<file path="src/rtl/tdm_demux8.sv">
// Receive-side TDM demultiplexer: locks to frame_sync, steers each serial bit into
// its channel slot and presents each completed frame in parallel with a valid strobe.
module tdm_demux8 #(
  parameter int N_CH       = 8,
  parameter int MISS_LIMIT = 2,
  localparam int SEL_W     = $clog2(N_CH)
) (
  input  logic             clk,
  input  logic             rst,
  input  logic             EN,
  input  logic             din,
  input  logic             frame_sync,
  output logic [N_CH-1:0]  f,
  output logic             frame_valid,
  output logic [SEL_W-1:0] sel,
  output logic             locked,
  output logic             sync_err
);

  // state  | meaning
  // HUNT   | no frame alignment; waiting for frame_sync
  // LOCKED | aligned; sel tracks the slot of the next sample
  typedef enum logic {HUNT, LOCKED} state_t;

  localparam logic [SEL_W-1:0] SEL_LAST = SEL_W'(N_CH - 1);
  localparam logic [SEL_W-1:0] SEL_ONE  = SEL_W'(1);
  localparam logic [2:0]       MISS_MAX = 3'(MISS_LIMIT - 1);

  state_t            state;
  logic [SEL_W-1:0]  sel_q;
  logic [N_CH-1:0]   staging;
  logic [N_CH-1:0]   frame_q;
  logic [2:0]        miss_q;
  logic              valid_q;
  logic              err_q;
  logic [N_CH-1:0]   assembled;

  // Staging bits with the current sample dropped into its slot; at the last slot this
  // is the finished frame.
  always_comb begin
    assembled        = staging;
    assembled[sel_q] = din;
  end

  always_ff @(posedge clk or posedge rst) begin
    if (rst) begin
      state   <= HUNT;
      sel_q   <= '0;
      staging <= '0;
      frame_q <= '0;
      miss_q  <= '0;
      valid_q <= 1'b0;
      err_q   <= 1'b0;
    end else begin
      valid_q <= 1'b0;
      err_q   <= 1'b0;
      if (EN) begin
        case (state)
          HUNT: begin
            if (frame_sync) begin
              staging[0] <= din;
              sel_q      <= SEL_ONE;
              miss_q     <= '0;
              state      <= LOCKED;
            end
          end
          LOCKED: begin
            if (sel_q == '0) begin
              if (frame_sync) begin
                staging[0] <= din;
                sel_q      <= SEL_ONE;
                miss_q     <= '0;
              end else if (miss_q >= MISS_MAX) begin
                // Too many absent markers: give up on this alignment.
                err_q  <= 1'b1;
                sel_q  <= '0;
                miss_q <= '0;
                state  <= HUNT;
              end else begin
                staging[0] <= din;
                sel_q      <= SEL_ONE;
                miss_q     <= miss_q + 3'd1;
              end
            end else if (frame_sync) begin
              // Marker in the middle of a frame: restart the frame on this sample.
              err_q      <= 1'b1;
              staging[0] <= din;
              sel_q      <= SEL_ONE;
            end else begin
              staging[sel_q] <= din;
              if (sel_q == SEL_LAST) begin
                frame_q <= assembled;
                valid_q <= 1'b1;
                sel_q   <= '0;
              end else begin
                sel_q <= sel_q + SEL_ONE;
              end
            end
          end
          default: state <= HUNT;
        endcase
      end
    end
  end

  assign f           = frame_q & {N_CH{EN}};
  assign frame_valid = valid_q & EN;
  assign sync_err    = err_q & EN;
  assign locked      = (state == LOCKED);
  assign sel         = sel_q;

endmodule

</file>
<file path="config.mk">
export PLATFORM = sky130hd
export DESIGN_NAME = tdm_demux8
export DESIGN_NICKNAME = d
export VERILOG_FILES = /design/src/rtl/tdm_demux8.sv
export SDC_FILE = /design/constraint.sdc
export NUM_CORES = 1
export LEC_CHECK = 0
export CAP_MARGIN = 20
export CORE_ASPECT_RATIO = 1.5
export CORE_MARGIN = 2
export CORE_UTILIZATION = 53
export DETAILED_ROUTE_END_ITERATION = 7
export PLACE_DENSITY = 0.87
export SYNTH_ARGS = -nofsm -noshare
export SYNTH_HDL_FRONTEND = slang
export SYNTH_SLANG_ARGS = --single-unit
export TNS_END_PERCENT = 1
</file>
<file path="constraint.sdc">
create_clock -name clk -period 2.6 [get_ports clk]
set_input_delay 0.78 -clock clk [delete_from_list [all_inputs] [get_ports clk]]
set_output_delay 0.78 -clock clk [all_outputs]
set_load 0.01 [all_outputs]
</file>
==> flow_summary.rst, run 1 <==
.. list-table::
   :header-rows: 1

   * - Metric
     - Value
   * - Status
     - complete, no violations
   * - Nets
     - 170
   * - Minimum setup slack after placement
     - -0.269 ns
   * - Worst slew slack as a fraction of its limit
     - 67.2%
   * - Number of buffers and inverters on the critical path
     - 3
   * - Initial core utilization
     - 56.0%
   * - Largest net degree at the start of global routing
     - 26
   * - Nets in the synthesized netlist
     - 147
   * - Global router's overall resource usage
     - 20.3%
   * - Highest attainable clock frequency
     - 393 MHz
   * - Commonest non-fill, non-tap cells in the layout
     - sky130_fd_sc_hd__dfrtp_1, sky130_fd_sc_hd__nor2_1, sky130_fd_sc_hd__a21oi_1, sky130_fd_sc_hd__inv_1, sky130_fd_sc_hd__and2_1
   * - Total routed wirelength
     - 2690 microns
   * - Routability-driven placement congestion ratio
     - 0.806
   * - Clock Pin Slew Worst Setup and Hold Paths
     - 0.14 ns
   * - Class of the tightest hold or removal check
     - reg -> reg
   * - Post-synthesis average cell area
     - 10.1 sq um
   * - Routed vias
     - 1,061
   * - Worst-case register-to-register setup slack
     - 0.44 ns
   * - Final instance area
     - 1610 sq um
   * - Skew final
     - 0.00128 ns
   * - Crit-path max cell delay
     - 0.47 ns
   * - Element type at the critical path end
     - primary output
   * - Number of top-level pins
     - 19
   * - Unrepaired setup endpoints after global routing
     - true
   * - Global-route wire length before repair
     - 4460 microns
   * - Port bufs
     - 18
   * - Count of non-filler cells in the finished layout
     - 183
   * - Top flip-flop cell by instance count after synthesis
     - sky130_fd_sc_hd__dfrtp_1
   * - Max-capacitance violation count
     - 0
   * - Top cell family by delay on the critical path
     - buffers and inverters
   * - Post-layout util
     - 64.9%
   * - CP Launch Type
     - input pin
   * - CP Max Fanout
     - 12
   * - Minimum clock period after layout
     - 2.54 ns
   * - Post-CTS setup buffer count
     - 0
   * - Antenna Violating Nets Remaining
     - 0
   * - Final period utilization
     - 97.7%
   * - Maximum level of the CTS H-tree
     - 1
   * - Count of final max-slew check failures
     - 0
   * - Detailed placement HPWL
     - 1950 microns
   * - Antenna violations before repair
     - 0
   * - Tot Pwr
     - 1.34 mW
   * - Number of buffers between clock root and the deepest sink
     - 2
   * - CP arrival
     - 1.76 ns
   * - Die outline area
     - 3050 sq um
   * - Data required, critical path
     - 1.82 ns
   * - Ys Warns
     - 0
   * - Routed wire length per instance
     - 14.7 microns
   * - Vias per cell
     - 5.80
   * - Number of instances in the placed design
     - 179
   * - Most frequent standard cell in the layout excluding fill and tap cells
     - sky130_fd_sc_hd__dfrtp_1
   * - Gate Count Post-Synth
     - 137
   * - Global route overflow
     - 0
   * - Clock buffers created by TritonCTS
     - 3
   * - Count of cell types in the netlist
     - 32
   * - Post-synthesis instance area
     - 1390 sq um
   * - Cell with the largest stage delay on the worst path
     - sky130_fd_sc_hd__clkdlybuf4s50_1
   * - Via count of the first global-routing pass
     - 1,049
   * - Total setup violations reported at the end of the flow
     - 0
   * - Clock tree from TritonCTS
     - done
   * - Number of synthesized register bits
     - 25
   * - Crit path setup slack, layout
     - 0.0586 ns
   * - Number of remaining DRC errors
     - 0
   * - Area overhead of the layout relative to synthesis
     - 16.0%
   * - Power Density
     - 836 nW/um^2
   * - Standby leakage power
     - 0.766 nW
   * - Number of diodes
     - 0
   * - Fraction of final layout cells with drive strength greater than 1
     - 17.0%
   * - Later-pin clock latency in the skew report
     - 0.33 ns
   * - Proportion of synthesized chip area in sequential cells
     - 45.1%
   * - Number of iterations in the first detailed-routing pass
     - 4
   * - Core region area
     - 2480 sq um
   * - Post-synth EDFFs
     - 0
   * - Crit path cell chain
     - clkdlybuf4s50_1 -> buf_6 -> and2_1 -> clkdlybuf4s15_1
   * - Final hold violations
     - 0
   * - First DRT Iteration DRCs
     - 20
   * - Root buffer selected by CTS
     - sky130_fd_sc_hd__clkbuf_4
   * - Die extent in y
     - 66.6 microns
   * - Final total negative setup slack
     - 0 ns
   * - Row Count
     - 22
   * - Placed instance area
     - 1590 sq um
   * - Final hold slack
     - 0.503 ns
   * - Die outline width
     - 45.8 microns
   * - Worst ir drop on vdd
     - 0.526 mV
   * - Transition time of the tightest slew-check pin
     - 0.487 ns
   * - Asr flop ratio synth
     - 100%
   * - Type of the worst setup path
     - in -> out
   * - # clock sinks
     - 25
sequential cells by signal (all words and copies together), names as in the netlist:
signal	count
sel	3
err_q	1
staging	8
frame_q	8
locked	1
valid_q	1
miss_q	3
area by class of cell:
type                    count  area [sq um]
clock inverters             1          7.51
well taps                  24          30.0
fillers                   202           870
repair buffers             26           224
multi-input cells          94           661
flip-flops and latches     25           626
inverters                  10          37.5
clock buffers               3          22.5
cell families after synthesis:
| logic type | count (synthesis) | share of synthesized area (%) |
|---|---|---|
| and+or+nand+nor | 49 | 21.0 |
| muxes | 16 | 12.2 |
| AOI/OAI and AO/OA | 24 | 9.93 |
| DFF | 25 | 45.1 |
| buffers and inverters | 18 | 7.22 |
| adders and majority gates | 5 | 4.51 |
Yosys cell counts, types with 2 or more instances:
library cell | n | area share [%]
sky130_fd_sc_hd__nor2_1 | 15 | 4.1
sky130_fd_sc_hd__and2_1 | 10 | 4.5
sky130_fd_sc_hd__inv_1 | 10 | 2.7
sky130_fd_sc_hd__o21ai_0 | 3 | 1.1
sky130_fd_sc_hd__ha_1 | 5 | 4.5
sky130_fd_sc_hd__buf_6 | 2 | 1.6
sky130_fd_sc_hd__nor3_1 | 5 | 1.8
sky130_fd_sc_hd__mux2_1 | 3 | 2.4
sky130_fd_sc_hd__mux2i_1 | 9 | 6.5
sky130_fd_sc_hd__a21oi_1 | 14 | 5.1
sky130_fd_sc_hd__o21a_1 | 2 | 1.1
sky130_fd_sc_hd__dfrtp_1 | 25 | 45
sky130_fd_sc_hd__nand3_1 | 4 | 1.4
sky130_fd_sc_hd__o31ai_1 | 2 | 1.1
sky130_fd_sc_hd__nand2_1 | 3 | 0.81
sky130_fd_sc_hd__buf_4 | 3 | 1.6
sky130_fd_sc_hd__nand4_1 | 3 | 1.4
sky130_fd_sc_hd__mux2_2 | 4 | 3.2
sky130_fd_sc_hd__o22ai_1 | 2 | 0.90
worst min-delay path: stages (launching register included):
cell,delay [ns]
sky130_fd_sc_hd__dfrtp_1,0.38
sky130_fd_sc_hd__nand2_1,0.05
sky130_fd_sc_hd__o31ai_1,0.05
power by group:
group | total (mW) | internal (mW) | switching [mW] | leakage (nW)
Sequential | 0.623 | 0.513 | 0.110 | 0.323
Clock | 0.182 | 0.0590 | 0.123 | 0.0139
Combinational | 0.540 | 0.259 | 0.281 | 0.429
per-layer routing:
layer	global-route usage (%)	vias to the layer above	share of wire, %
met2	35.9	25	56
met3	1.63	5	3.6
met4	9.64	0	1.9
met5	0	-	0
met1	23.5	513	39
li1	-	518	-
path summary, 6_finish.rpt:
check,end,cells past startpoint,startpoint
min in group asynchronous,staging[0],3,rst
max reg2reg,staging[4],6,sel[1]
max in group asynchronous,valid_q,3,rst
max,f[7],4,EN
min reg2reg,staging[0],2,staging[0]
min,staging[0],2,staging[0]
repair_timing:
| item | 4_1_cts | 5_1_grt |
|---|---|---|
| hold buffers | 0 | 0 |
| gates resized for setup | 11 | 14 |
| endpoints found under the setup margin | 10 | 10 |
| hold endpoints to repair | 0 | 0 |
| cloned | 0 | 0 |
| pin swaps | 0 | 0 |
Power figures use the tool's default switching activity.
==> run 2: changes to the inputs <==
--- a/config.mk
+++ b/config.mk
@@ -6,7 +6,7 @@
 export NUM_CORES = 1
 export LEC_CHECK = 0
 export CAP_MARGIN = 20
-export CORE_ASPECT_RATIO = 1.5
+export CORE_ASPECT_RATIO = 1.1
 export CORE_MARGIN = 2
 export CORE_UTILIZATION = 53
 export DETAILED_ROUTE_END_ITERATION = 7
==> constraint.sdc (replaced) <==
create_clock -name clk -period 2.6 [get_ports clk]
set_input_delay 0.78 -clock clk [delete_from_list [all_inputs] [get_ports clk]]
set_output_delay 0.78 -clock clk [all_outputs]
set_load 0.005 [all_outputs]
==> flow_summary.rst, run 2 (synthesis results as in run 1) <==
.. list-table::
   :header-rows: 1

   * - Metric
     - Value
   * - Max-capacitance violation count
     - 0 (unchanged)
   * - Port bufs
     - 18 (unchanged)
   * - Total setup violations reported at the end of the flow
     - 0 (unchanged)
   * - Hold-fix buffers at CTS
     - 0 (unchanged)
   * - Type of the worst setup path
     - in -> out (unchanged)
   * - CP Launch Type
     - input pin (unchanged)
   * - Final period utilization
     - 93.7% (was 97.7%)
   * - Minimum clock period after layout
     - 2.44 ns (was 2.54 ns)
   * - Die extent in y
     - 57.6 microns (was 66.6 microns)
   * - Routed vias
     - 1,100 (was 1,061)
   * - Element type at the critical path end
     - primary output (unchanged)
   * - Post-CTS setup buffer count
     - 0 (unchanged)
   * - Antenna Violating Nets Remaining
     - 0 (unchanged)
   * - Skew final
     - 0.00148 ns (was 0.00128 ns)
   * - Area overhead of the layout relative to synthesis
     - 19.3% (was 16.0%)
   * - Final total negative setup slack
     - 0 ns (unchanged)
   * - Maximum level of the CTS H-tree
     - 1 (unchanged)
   * - Placed instance area
     - 1620 sq um (was 1590 sq um)
   * - Number of top-level pins
     - 19 (unchanged)
   * - Most frequent standard cell in the layout excluding fill and tap cells
     - sky130_fd_sc_hd__dfrtp_1 (unchanged)
   * - Total routed wirelength
     - 2730 microns (was 2690 microns)
   * - Routability-driven placement congestion ratio
     - 0.853 (was 0.806)
   * - Number of buffers between clock root and the deepest sink
     - 2 (unchanged)
   * - Global router's overall resource usage
     - 21.5% (was 20.3%)
   * - Later-pin clock latency in the skew report
     - 0.31 ns (was 0.33 ns)
   * - Number of remaining DRC errors
     - 0 (unchanged)
   * - # clock sinks
     - 25 (unchanged)
   * - Fraction of final layout cells with drive strength greater than 1
     - 16.7% (was 17.0%)
   * - CP Max Fanout
     - 7 (was 12)
   * - Via count of the first global-routing pass
     - 1,130 (was 1,049)
   * - Count of final max-slew check failures
     - 0 (unchanged)
   * - Number of diodes
     - 0 (unchanged)
   * - Worst slew slack as a fraction of its limit
     - 67.3% (was 67.2%)
   * - Vias per cell
     - 5.70 (was 5.80)
   * - Root buffer selected by CTS
     - sky130_fd_sc_hd__clkbuf_4 (unchanged)
   * - CP arrival
     - 1.66 ns (was 1.76 ns)
   * - Routed wire length per instance
     - 14.1 microns (was 14.7 microns)
   * - Commonest non-fill, non-tap cells in the layout
     - sky130_fd_sc_hd__dfrtp_1, sky130_fd_sc_hd__clkdlybuf4s50_1, sky130_fd_sc_hd__nor2_1, sky130_fd_sc_hd__a21oi_1 (was sky130_fd_sc_hd__dfrtp_1, sky130_fd_sc_hd__nor2_1, sky130_fd_sc_hd__a21oi_1, sky130_fd_sc_hd__inv_1, sky130_fd_sc_hd__and2_1)
   * - Post-layout util
     - 66.3% (was 64.9%)
   * - Standby leakage power
     - 0.770 nW (was 0.766 nW)
   * - Clock Pin Slew Worst Setup and Hold Paths
     - 0.13 ns (was 0.14 ns)
   * - Transition time of the tightest slew-check pin
     - 0.487 ns (about the same)
   * - Core region area
     - 2500 sq um (was 2480 sq um)
   * - First DRT Iteration DRCs
     - 23 (was 20)
   * - Global-route wire length before repair
     - 4970 microns (was 4460 microns)
   * - Worst ir drop on vdd
     - 0.552 mV (was 0.526 mV)
   * - Number of iterations in the first detailed-routing pass
     - 4 (unchanged)
   * - Nets
     - 173 (was 170)
   * - Antenna violations before repair
     - 0 (unchanged)
   * - Clock buffers created by TritonCTS
     - 3 (unchanged)
   * - Largest net degree at the start of global routing
     - 26 (unchanged)
   * - Row Count
     - 19 (was 22)
   * - Die outline area
     - 3040 sq um (was 3050 sq um)
   * - Final instance area
     - 1650 sq um (was 1610 sq um)
   * - Initial core utilization
     - 55.5% (was 56.0%)
   * - Global route overflow
     - 0 (unchanged)
   * - Detailed placement HPWL
     - 1910 microns (was 1950 microns)
   * - Fill cells
     - 201 (was 202)
   * - Unrepaired setup endpoints after global routing
     - false (was true)
   * - Class of the tightest hold or removal check
     - reg -> reg (unchanged)
   * - Final hold violations
     - 0 (unchanged)
   * - Die outline width
     - 52.8 microns (was 45.8 microns)
   * - Power Density
     - 811 nW/um^2 (was 836 nW/um^2)
   * - Highest attainable clock frequency
     - 410 MHz (was 393 MHz)
   * - Data required, critical path
     - 1.82 ns (about the same)
   * - Status
     - complete, no violations (unchanged)
   * - Largest registers ranked by flip-flop count
     - frame_q x8, staging x8 (unchanged)
   * - Clock tree from TritonCTS
     - done (unchanged)
[run 2: cell count changes in the layout (fill, tap and decap cells not counted)]
cell,delta
sky130_fd_sc_hd__clkdlybuf4s50_1,+9
sky130_fd_sc_hd__clkdlybuf4s15_1,-6
sky130_fd_sc_hd__buf_4,+3
sky130_fd_sc_hd__clkbuf_2,-3
[run 2: routing by layer]
metal  share of wire [%]  track usage, %  vias to the layer above
met3                 3.5            3.61                        7
met5                   0               0                        -
met4                 1.4            8.42                        0
li1                    -               -                      523
met2                  54            36.1                       24
met1                  42            27.6                      546
[run 2: path summary, 6_finish.rpt]
| kind | from | endpoint | slack [ns] | cells after the start |
|---|---|---|---|---|
| max in group asynchronous | rst | err_q | 1.57 | 3 |
| min | staging[6] | staging[6] | 0.51 | 1 |
| max | EN | f[4] | 0.16 | 4 |
| min reg2reg | staging[6] | staging[6] | 0.51 | 1 |
| min in group asynchronous | rst | miss_q[1] | 0.79 | 3 |
| max reg2reg | sel[0] | staging[4] | 0.75 | 6 |
[run 2: stage by stage]
stage	setup WS (ns)	total power, mW	cells	hold WS, ns
floorplan	0.697	0.986	137	0.448
global placement	-0.239	1.14	188	0.463
detailed placement	-0.223	1.18	188	0.482
CTS	0.000643	1.35	193	0.513
global route	0.121	1.46	193	0.539
finish	0.163	1.34	193	0.506
[run 2: cell type report]
class | count | area, sq um | area share, %
multi-input combinational | 94 | 661 | 39.9
sequential | 25 | 626 | 37.8
timing repair buffer | 29 | 262 | 15.8
tap | 31 | 38.8 | 2.34
inverter | 10 | 37.5 | 2.27
clock buffer | 3 | 22.5 | 1.36
clock inverter | 1 | 7.51 | 0.454
[run 2: worst max-delay path: stages]
cell and delay [ns]:
sky130_fd_sc_hd__clkbuf_2 0.12, sky130_fd_sc_hd__buf_6 0.13, sky130_fd_sc_hd__and2_1 0.14, sky130_fd_sc_hd__clkdlybuf4s50_1 0.50
[run 2: report_power, final]
group / switching, mW / internal [mW]
registers: 0.0941 / 0.513
clock network: 0.112 / 0.0587
logic: 0.283 / 0.280
[run 2: what timing repair did]
item,4_1_cts,5_1_grt
cloned,1,0
hold endpoints to repair,0,0
resized for setup,3,2
endpoints found under the setup margin,10,10
==> run 3: changes to the inputs <==
--- a/config.mk
+++ b/config.mk
@@ -6,7 +6,7 @@
 export NUM_CORES = 1
 export LEC_CHECK = 0
 export CAP_MARGIN = 20
-export CORE_ASPECT_RATIO = 1.1
+export CORE_ASPECT_RATIO = 1.75
 export CORE_MARGIN = 2
 export CORE_UTILIZATION = 53
 export DETAILED_ROUTE_END_ITERATION = 7
==> flow_summary.rst, run 3 (synthesis results as in run 1) <==
.. list-table::
   :header-rows: 1

   * - Metric
     - Value
   * - Worst ir drop on vdd
     - 0.539 mV (was 0.552 mV)
   * - Number of instances in the placed design
     - 184 (was 188)
   * - Nets
     - 174 (was 173)
   * - Worst-case register-to-register setup slack
     - 0.75 ns (about the same)
   * - Critical path startpoint
     - EN (unchanged)
   * - Detailed placement HPWL
     - 2090 microns (was 1910 microns)
   * - Final instance area
     - 1700 sq um (was 1650 sq um)
   * - Data required, critical path
     - 1.82 ns (about the same)
   * - Final hold slack
     - 0.492 ns (was 0.506 ns)
   * - Maximum level of the CTS H-tree
     - 1 (unchanged)
   * - Commonest non-fill, non-tap cells in the layout
     - sky130_fd_sc_hd__dfrtp_1, sky130_fd_sc_hd__nor2_1, sky130_fd_sc_hd__clkdlybuf4s50_1, sky130_fd_sc_hd__a21oi_1 (was sky130_fd_sc_hd__dfrtp_1, sky130_fd_sc_hd__clkdlybuf4s50_1, sky130_fd_sc_hd__nor2_1, sky130_fd_sc_hd__a21oi_1)
   * - Minimum setup slack after placement
     - -0.263 ns (was -0.223 ns)
   * - Cell with the largest stage delay on the worst path
     - sky130_fd_sc_hd__clkdlybuf4s50_1 (unchanged)
   * - Transition time of the tightest slew-check pin
     - 0.527 ns (was 0.487 ns)
   * - Minimum clock period after layout
     - 2.55 ns (was 2.44 ns)
   * - Worst reg2reg path depth
     - 7 (was 6)
   * - Antenna violations before repair
     - 0 (unchanged)
   * - Placed instance area
     - 1640 sq um (was 1620 sq um)
   * - Most frequent standard cell in the layout excluding fill and tap cells
     - sky130_fd_sc_hd__dfrtp_1 (unchanged)
   * - CP Max Fanout
     - 11 (was 7)
   * - Skew final
     - 0.00268 ns (was 0.00148 ns)
   * - Element type at the critical path end
     - primary output (unchanged)
   * - Number of remaining DRC errors
     - 0 (unchanged)
   * - Fraction of final layout cells with drive strength greater than 1
     - 16.6% (was 16.7%)
   * - Initial core utilization
     - 55.6% (was 55.5%)
   * - Critical Path Sink
     - f[7] (was f[4])
   * - Tot Pwr
     - 1.42 mW (was 1.34 mW)
   * - Routed vias
     - 1,066 (was 1,100)
   * - Root buffer selected by CTS
     - sky130_fd_sc_hd__clkbuf_8 (was sky130_fd_sc_hd__clkbuf_4)
   * - Count of non-filler cells in the finished layout
     - 189 (was 193)
   * - # clock sinks
     - 25 (unchanged)
   * - Clock Pin Slew Worst Setup and Hold Paths
     - 0.09 ns (was 0.13 ns)
   * - Startpoint of the worst-slack reg-to-reg timing path
     - sel[1] (was sel[0])
   * - Worst slew slack as a fraction of its limit
     - 64.5% (was 67.3%)
   * - Fill cells
     - 190 (was 201)
   * - Core region area
     - 2490 sq um (was 2500 sq um)
   * - Total setup violations reported at the end of the flow
     - 0 (unchanged)
   * - CP Launch Type
     - input pin (unchanged)
   * - Largest registers ranked by flip-flop count
     - frame_q x8, staging x8 (unchanged)
   * - Die outline area
     - 3060 sq um (was 3040 sq um)
   * - Number of diodes
     - 0 (unchanged)
   * - Register cell area after layout
     - 626 sq um (unchanged)
   * - Port bufs
     - 18 (unchanged)
   * - Class of the tightest hold or removal check
     - reg -> reg (unchanged)
   * - CP arrival
     - 1.77 ns (was 1.66 ns)
   * - Area overhead of the layout relative to synthesis
     - 22.5% (was 19.3%)
   * - Crit path cell chain
     - dlygate4sd2_1 -> buf_12 -> and2_1 -> clkdlybuf4s50_1 (was clkbuf_2 -> buf_6 -> and2_1 -> clkdlybuf4s50_1)
   * - Number of iterations in the first detailed-routing pass
     - 4 (unchanged)
   * - Row Count
     - 24 (was 19)
   * - Crit path setup slack, layout
     - 0.0516 ns (was 0.163 ns)
   * - Power Density
     - 836 nW/um^2 (was 811 nW/um^2)
   * - Vias per cell
     - 5.64 (was 5.70)
   * - Highest attainable clock frequency
     - 392 MHz (was 410 MHz)
   * - Total routed wirelength
     - 2940 microns (was 2730 microns)
   * - Global-route wire length before repair
     - 4980 microns (was 4970 microns)
   * - Clock buffers created by TritonCTS
     - 3 (unchanged)
   * - Type of the worst setup path
     - in -> out (unchanged)
   * - Count of final max-slew check failures
     - 0 (unchanged)
   * - Largest net degree at the start of global routing
     - 26 (unchanged)
   * - Unrepaired setup endpoints after global routing
     - false (unchanged)
   * - Area of the multi-input gates
     - 661 sq um (unchanged)
   * - Status
     - complete, no violations (unchanged)
   * - Number of top-level pins
     - 19 (unchanged)
   * - Crit-path max cell delay
     - 0.50 ns (about the same)
   * - Standby leakage power
     - 0.816 nW (was 0.770 nW)
   * - Die outline width
     - 42.7 microns (was 52.8 microns)
   * - Later-pin clock latency in the skew report
     - 0.27 ns (was 0.31 ns)
   * - Hold-fix buffers at CTS
     - 0 (unchanged)
   * - Via count of the first global-routing pass
     - 1,090 (was 1,130)
   * - Die extent in y
     - 71.7 microns (was 57.6 microns)
   * - Final hold violations
     - 0 (unchanged)
   * - Global router's overall resource usage
     - 21.4% (was 21.5%)
   * - Routability-driven placement congestion ratio
     - 0.846 (was 0.853)
   * - Antenna Violating Nets Remaining
     - 0 (unchanged)
   * - Final period utilization
     - 98.0% (was 93.7%)
   * - Routed wire length per instance
     - 15.6 microns (was 14.1 microns)
   * - Number of buffers between clock root and the deepest sink
     - 2 (unchanged)
   * - Endpoint of the worst-slack reg-to-reg timing path
     - staging[5] (was staging[4])
   * - Max-capacitance violation count
     - 0 (unchanged)
   * - Global route overflow
     - 0 (unchanged)
   * - First DRT Iteration DRCs
     - 34 (was 23)
   * - Clock tree from TritonCTS
     - done (unchanged)
## run 3: cell types whose count changed in the layout (fill, tap and decap cells not counted), moves of 2 or more
cell,delta
sky130_fd_sc_hd__clkdlybuf4s50_1,-2
sky130_fd_sc_hd__buf_12,+2
sky130_fd_sc_hd__dlygate4sd2_1,+2
sky130_fd_sc_hd__clkbuf_8,+3
sky130_fd_sc_hd__clkbuf_4,-3
## run 3: how the worst min path moves through the flow
stage | from | end | slack, ns | cells after the start
4_1_cts | staging[0] | staging[0] | 0.50 | 2
6_report | staging[0] | staging[0] | 0.49 | 2
3_3_place_gp | staging[0] | staging[0] | 0.46 | 2
5_1_grt | staging[0] | staging[0] | 0.52 | 2
2_1_floorplan | staging[0] | staging[0] | 0.45 | 2
3_5_place_dp | staging[0] | staging[0] | 0.48 | 2
## run 3: final cells by class
| type | instances | share of cell area [%] |
|---|---|---|
| Sequential cell | 25 | 36.8 |
| Clock inverter | 1 | 0.295 |
| Timing Repair Buffer | 30 | 17.4 |
| Clock buffer | 3 | 2.43 |
| Multi-Input combinational cell | 94 | 38.9 |
| Tap cell | 26 | 1.92 |
| Inverter | 10 | 2.21 |
## run 3: critical path, delay by kind of cell
family                 cells  cell delay [ns]
and+or+nand+nor            1             0.12
buffers and inverters      3             0.87
## run 3: repair_timing
item                                    4_1_cts  5_1_grt
endpoints found under the setup margin       10        1
setup buffers                                 1        0
gates resized for setup                       2        1
## run 3: power by group
group	switching [mW]	internal [mW]
registers	0.0975	0.514
logic	0.289	0.285
clock network	0.127	0.107
total	0.514	0.906
## run 3: metal layers
metal	global-route usage (%)	up-vias	share of wire (%)
li1	-	519	-
met4	10.1	0	2.4
met5	0	-	0
met1	23.4	518	40
met3	2.02	7	2.4
met2	39.9	22	55
## run 3: metrics by stage
stage               setup TNS, ns  util (%)
floorplan                       0         -
global placement            -2.29      66.0
detailed placement          -2.38      66.0
CTS                             0      68.0
global route                    0      68.1
finish                          0      68.1
